**src/rtl/cpu_regs_pkg.sv**
```systemverilog
// Shared register-file definitions: address/data widths and the writeback request record.
package cpu_regs_pkg;

  localparam int REG_ADDR_W = 5;
  localparam int REG_DATA_W = 32;
  localparam int NUM_REGS   = 32;
  localparam logic [REG_ADDR_W-1:0] REG_ZERO = 5'd0;

  typedef struct packed {
    logic [REG_ADDR_W-1:0] addr;
    logic [REG_DATA_W-1:0] data;
  } wb_req_t;

endpackage

```
**src/rtl/wb_fifo.sv**
```systemverilog
// First-word-fall-through FIFO holding MUL/DIV results until the write port is free.
module wb_fifo #(
  parameter int DEPTH = 4,
  parameter int W     = 37
) (
  input  logic                     clk,
  input  logic                     rst,
  input  logic                     push,
  input  logic                     pop,
  input  logic [W-1:0]             din,
  output logic [W-1:0]             dout,
  output logic [$clog2(DEPTH):0]   count
);

  localparam int PW = $clog2(DEPTH);
  localparam logic [PW:0] CNT_FULL = (PW+1)'(DEPTH);

  logic [W-1:0]  mem [DEPTH];
  logic [PW-1:0] wr_ptr;
  logic [PW-1:0] rd_ptr;
  logic          do_push;
  logic          do_pop;

  // A push into a full FIFO is legal only when the head leaves on the same edge.
  assign do_pop  = pop && (count != '0);
  assign do_push = push && ((count < CNT_FULL) || do_pop);
  assign dout    = mem[rd_ptr];

  always_ff @(posedge clk) begin
    if (do_push) begin
      mem[wr_ptr] <= din;
    end
  end

  always_ff @(posedge clk or posedge rst) begin
    if (rst) begin
      wr_ptr <= '0;
      rd_ptr <= '0;
      count  <= '0;
    end else begin
      if (do_push) begin
        wr_ptr <= wr_ptr + PW'(1);
      end
      if (do_pop) begin
        rd_ptr <= rd_ptr + PW'(1);
      end
      case ({do_push, do_pop})
        2'b10:   count <= count + (PW+1)'(1);
        2'b01:   count <= count - (PW+1)'(1);
        default: count <= count;
      endcase
    end
  end

endmodule

```
**src/rtl/regfile_wb_ctrl.sv**
```systemverilog
// Register-file write-port arbiter: primary path has priority, MUL/DIV results drain from a FIFO,
// and a busy scoreboard stalls decode on outstanding MUL/DIV destinations.
module regfile_wb_ctrl
  import cpu_regs_pkg::*;
#(
  parameter int DEPTH  = 4,
  parameter int DATA_W = 32,
  parameter int ADDR_W = 5
) (
  input  logic                clk,
  input  logic                rst,
  input  logic                pri_valid,
  input  logic [ADDR_W-1:0]   pri_addr,
  input  logic [DATA_W-1:0]   pri_data,
  input  logic                sec_valid,
  output logic                sec_ready,
  input  logic [ADDR_W-1:0]   sec_addr,
  input  logic [DATA_W-1:0]   sec_data,
  input  logic                iss_valid,
  input  logic [ADDR_W-1:0]   iss_addr,
  input  logic [ADDR_W-1:0]   chk_addr1,
  input  logic [ADDR_W-1:0]   chk_addr2,
  input  logic [ADDR_W-1:0]   chk_dst,
  output logic                stall,
  output logic                rf_we,
  output logic [ADDR_W-1:0]   rf_waddr,
  output logic [DATA_W-1:0]   rf_wdata,
  output logic [NUM_REGS-1:0] busy_vec
);

  localparam int CW = $clog2(DEPTH) + 1;
  localparam logic [CW-1:0] CNT_FULL = CW'(DEPTH);

  logic [CW-1:0]            fifo_count;
  logic [ADDR_W+DATA_W-1:0] fifo_din;
  logic [ADDR_W+DATA_W-1:0] fifo_dout;
  logic                     fifo_push;
  logic                     fifo_pop;
  logic [ADDR_W-1:0]        head_addr;
  logic [DATA_W-1:0]        head_data;
  wb_req_t                  sel;
  logic                     sel_valid;
  logic [NUM_REGS-1:0]      busy_next;

  // sec_ready is taken from the registered count only, so it never looks ahead to a pop.
  assign sec_ready = (fifo_count < CNT_FULL);
  assign fifo_push = sec_valid && sec_ready;
  assign fifo_din  = {sec_addr, sec_data};
  assign head_addr = fifo_dout[ADDR_W+DATA_W-1 -: ADDR_W];
  assign head_data = fifo_dout[DATA_W-1:0];

  wb_fifo #(
    .DEPTH (DEPTH),
    .W     (ADDR_W + DATA_W)
  ) u_fifo (
    .clk   (clk),
    .rst   (rst),
    .push  (fifo_push),
    .pop   (fifo_pop),
    .din   (fifo_din),
    .dout  (fifo_dout),
    .count (fifo_count)
  );

  always_comb begin
    sel_valid = 1'b0;
    sel       = '0;
    fifo_pop  = 1'b0;
    if (pri_valid) begin
      sel_valid = 1'b1;
      sel.addr  = pri_addr;
      sel.data  = pri_data;
    end else if (fifo_count != '0) begin
      sel_valid = 1'b1;
      fifo_pop  = 1'b1;
      sel.addr  = head_addr;
      sel.data  = head_data;
    end
  end

  // Clear on pop first, then set on issue, so a same-edge issue to that register wins.
  always_comb begin
    busy_next = busy_vec;
    if (fifo_pop && (head_addr != REG_ZERO)) begin
      busy_next[head_addr] = 1'b0;
    end
    if (iss_valid && (iss_addr != REG_ZERO)) begin
      busy_next[iss_addr] = 1'b1;
    end
    busy_next[0] = 1'b0;
  end

  assign stall = busy_vec[chk_addr1] | busy_vec[chk_addr2] | busy_vec[chk_dst];

  always_ff @(posedge clk or posedge rst) begin
    if (rst) begin
      rf_we    <= 1'b0;
      rf_waddr <= '0;
      rf_wdata <= '0;
      busy_vec <= '0;
    end else begin
      rf_we <= sel_valid && (sel.addr != REG_ZERO);
      if (sel_valid) begin
        rf_waddr <= sel.addr;
        rf_wdata <= sel.data;
      end
      busy_vec <= busy_next;
    end
  end

endmodule
```
**config.mk**
```make
export PLATFORM = sky130hd
export DESIGN_NAME = regfile_wb_ctrl
export DESIGN_NICKNAME = d
export VERILOG_FILES = /design/src/rtl/cpu_regs_pkg.sv /design/src/rtl/wb_fifo.sv /design/src/rtl/regfile_wb_ctrl.sv
export SDC_FILE = /design/constraint.sdc
export NUM_CORES = 1
export LEC_CHECK = 0
export BUFFER_PORTS_ARGS = -buffer_cell sky130_fd_sc_hd__buf_2
export CAP_MARGIN = 20
export CELL_PAD_IN_SITES_DETAIL_PLACEMENT = 0
export CELL_PAD_IN_SITES_GLOBAL_PLACEMENT = 1
export CORE_ASPECT_RATIO = 1.4
export CORE_UTILIZATION = 42
export DETAILED_ROUTE_END_ITERATION = 12
export PLACE_DENSITY_LB_ADDON = 0.08
export SLEW_MARGIN = 10
export SYNTH_ARGS = -nofsm -noshare
export SYNTH_HDL_FRONTEND = slang
export SYNTH_SLANG_ARGS = --single-unit
```
**constraint.sdc**
```tcl
create_clock -name clk -period 4.7 [get_ports clk]
set_input_delay 0.235 -clock clk [delete_from_list [all_inputs] [get_ports clk]]
set_output_delay 0.235 -clock clk [all_outputs]
set_load 0.01 [all_outputs]
```
==> out/metrics.csv <==
metric;value;unit
h-tree-depth;1;
power_frac_clock;24.4;%
skew;0.0144;ns
die_w;129;um
firstDrtPassIters;9;
final.fill_count;1864;
final_max_slew_viol_count;0;
p_total;6.73;mW
start_util;42.9;%
grt.overflow.total;0;
synth-seq-cells;224;
multi_input_area;2790;um2
endpoint_kind;output port;
power.switching;2.20;mW
final_nets;927;
tritoncts;yes;
drt_iter0_drc;510;
p_per_area;560;nW/um2
place_hpwl;16.1;mm
syn_avg_cell_area;16.2;um2
status;finished clean;
cts_buffer_depth;3;
grt_util_all_layers;21.6;%
post_drt_wl_per_cell;21.3;um
cts_resized;0;
die-area;23000;um2
antenna_found_initial;1;
drt_wl_total;24.1;mm
core_area;21900;um2
fin_setup_tns;0;ns
wl_met2;12.8;mm
synth_edf_count;148;
pwr-share-seq;45.3;%
p_int;4.53;mW
async_flop_share;33.9;%
gp_congestion;0.933;
clock_latency;0.49;ns
via_count;6338;
cp_slowest_cell;dfrtp_1;
io_buffers;169;
grt_max_degree;44;
synth_top_cell_by_area;edfxtp_1;
path_class;flip-flop to output port;
worstPathMaxFanout;5;
cp_num_buf_inv;1;
place_ws;1.95;ns
crit_required;4.47;ns
peakVddDrop;0.000343;V
p_comb_share;30.3;%
top_layer;met4;
yosysSeqAreaShare;67.3;%
hold_slack;0.0113;ns
ant_nets;0;
drv_cap;0;
max_freq;384;MHz
clk_pin_slew_worst_paths;0.06;ns
synth.area.top_cells;edfxtp_1 47%, dfrtp_1 20%, mux4_2 11%;
synthFlopType;edfxtp_1;
area_growth;27.5;%
cp_top_family;compound AO/OA/AOI/OAI gates;
leakage;4.70;nW
tightest_slew;1.02;ns
critPathArrivalTime;2.37;ns
cts.sink_count;224;
pin_count;171;
slew_headroom;32.3;%
setup_viol;0;
rsz0062_at_grt;no;
slowest_delay;0.47;ns
vias_per_cell;5.58;
drive_gt1_share;32.9;%
synthesis.area;9420;um2
grt_pass1_vias;6513;
fin_crit;2.60;ns
final.setup.worst_slack;2.10;ns
rows;64;
drt-met1-wl;9.31;mm
setup.worst_path.start_class;flip-flop;
hp-class;input port to flip-flop;
synth-warning-count;0;
wl_met3;1.50;mm
die_h;179;um
swShare;32.8;%
drc;0;
synth_cell_types;49;
fin_crit_sh;55.4;%
seqCellArea;6350;um2
root_buffer;clkbuf_16;
netlist_instances;581;
path_cells;nor2b_1 > a2111oi_0 > nor3b_1 > a311oi_1 > nand4_1 > buf_2;
grt_first_pass_wirelength;37.1;mm
synth_top_area_share;47.2;%
cts_buffers;21;
hold_viol;0;
synth_nets;686;
## per-layer routing
layer,global-route usage (%),up-vias
met5,0,-
met3,3.61,36
li1,-,2806
met4,6.42,0
met2,38.9,243
met1,26.4,3253
## power groups by stage
| stage | sequential (mW) | clock, mW | combinational [mW] |
|---|---|---|---|
| after floorplan | 2.97 | 0 | 1.25 |
| after global placement | 3.08 | 0 | 1.96 |
| after detailed placement | 3.10 | 0 | 1.98 |
| after CTS | 3.06 | 1.69 | 2.04 |
| after global routing | 3.11 | 1.77 | 2.22 |
| final | 3.05 | 1.65 | 2.04 |
## cells in the mapped netlist, types with 5 or more instances
library cell / number
o21ai_1: 10
mux4_2: 48
mux2_2: 10
mux2i_1: 9
dfrtp_1: 76
buf_2: 5
edfxtp_1: 148
nand2b_1: 5
ha_1: 5
nand2_1: 15
o21ai_0: 54
nor2b_1: 12
nand3b_1: 7
nor2_1: 9
nand3_1: 10
clkbuf_1: 18
inv_1: 49
a222oi_1: 37
## worst reg2reg max path: stages, from the launching register on
cell and delay (ns):
dfrtp_2 1.02, mux4_1 0.58, or3_1 0.53, o31ai_1 0.28, nand2_1 0.08
## layout by cell type, fill, tap and decap left out, types with 9 or more instances in the layout
cell type      instances
dfrtp_1               74
o21ai_1               10
inv_1                 48
buf_2                169
nand3_1               10
o21ai_0               54
edfxtp_1             148
a222oi_1              37
mux2i_1                9
nand2_1               15
nor2b_1               12
mux2_2                10
clkbuf_16             21
mux4_2                48
dlygate4sd3_1         71
## path summary, 6_finish.rpt
| kind | to | from | cells past startpoint | slack (ns) |
|---|---|---|---|---|
| max in group asynchronous | rf_wdata[28] | rst | 4 | 3.34 |
| min reg2reg | rf_wdata[30] | rf_wdata[30] | 2 | 0.49 |
| max reg2reg | rf_we | u_fifo.rd_ptr[1] | 4 | 2.10 |
| max | stall | busy_vec[16] | 6 | 2.10 |
| min | rf_wdata[22] | pri_data[22] | 3 | 0.01 |
| min in group asynchronous | u_fifo.count[0] | rst | 3 | 0.42 |
## flip-flops by register name (all words and copies together), names as in the netlist
name / flops
u_fifo.mem: 148
rf_waddr: 5
busy_vec: 31
u_fifo.rd_ptr: 2
rf_we: 1
rf_wdata: 32
u_fifo.count: 3
u_fifo.wr_ptr: 2
## timing repair
item,CTS,global route
buffers inserted,0,0
hold buffers,70,1
hold endpoints to repair,219,4
## through the flow
step | util [%] | cells | instance area [um2]
final | 54.8 | 1135 | 12000
after global routing | 54.8 | 1134 | 12000
after CTS | 54.4 | 1130 | 11900
after detailed placement | 48.2 | 1022 | 10600
after global placement | 48.2 | 1022 | 10600
after floorplan | - | 581 | 9420
## kinds of logic (layout without fill, tap and decap cells)
logic type / Yosys count / count (layout) / synth area share, %
multiplexers: 69 / 69 / 14.2
AND/OR/NAND/NOR: 76 / 76 / 4.65
flip-flops: 224 / 224 / 67.3
other: 1 / 2 / 0.0398
AO/OA/AOI/OAI: 121 / 121 / 9.06
XOR/XNOR: 6 / 6 / 0.558
adder cells (fa/ha/maj): 6 / 6 / 0.876
buffers and inverters: 78 / 334 / 3.29
## area by class of cell
class	instances	area share, %
Antenna cell	1	0.0208
Clock buffer	28	4.67
Clock inverter	10	0.885
Inverter	49	1.54
Multi-Input combinational cell	279	23.2
Sequential cell	224	52.8
Tap cell	297	3.09
Timing Repair Buffer	247	13.8
Power figures use the tool's default switching activity.
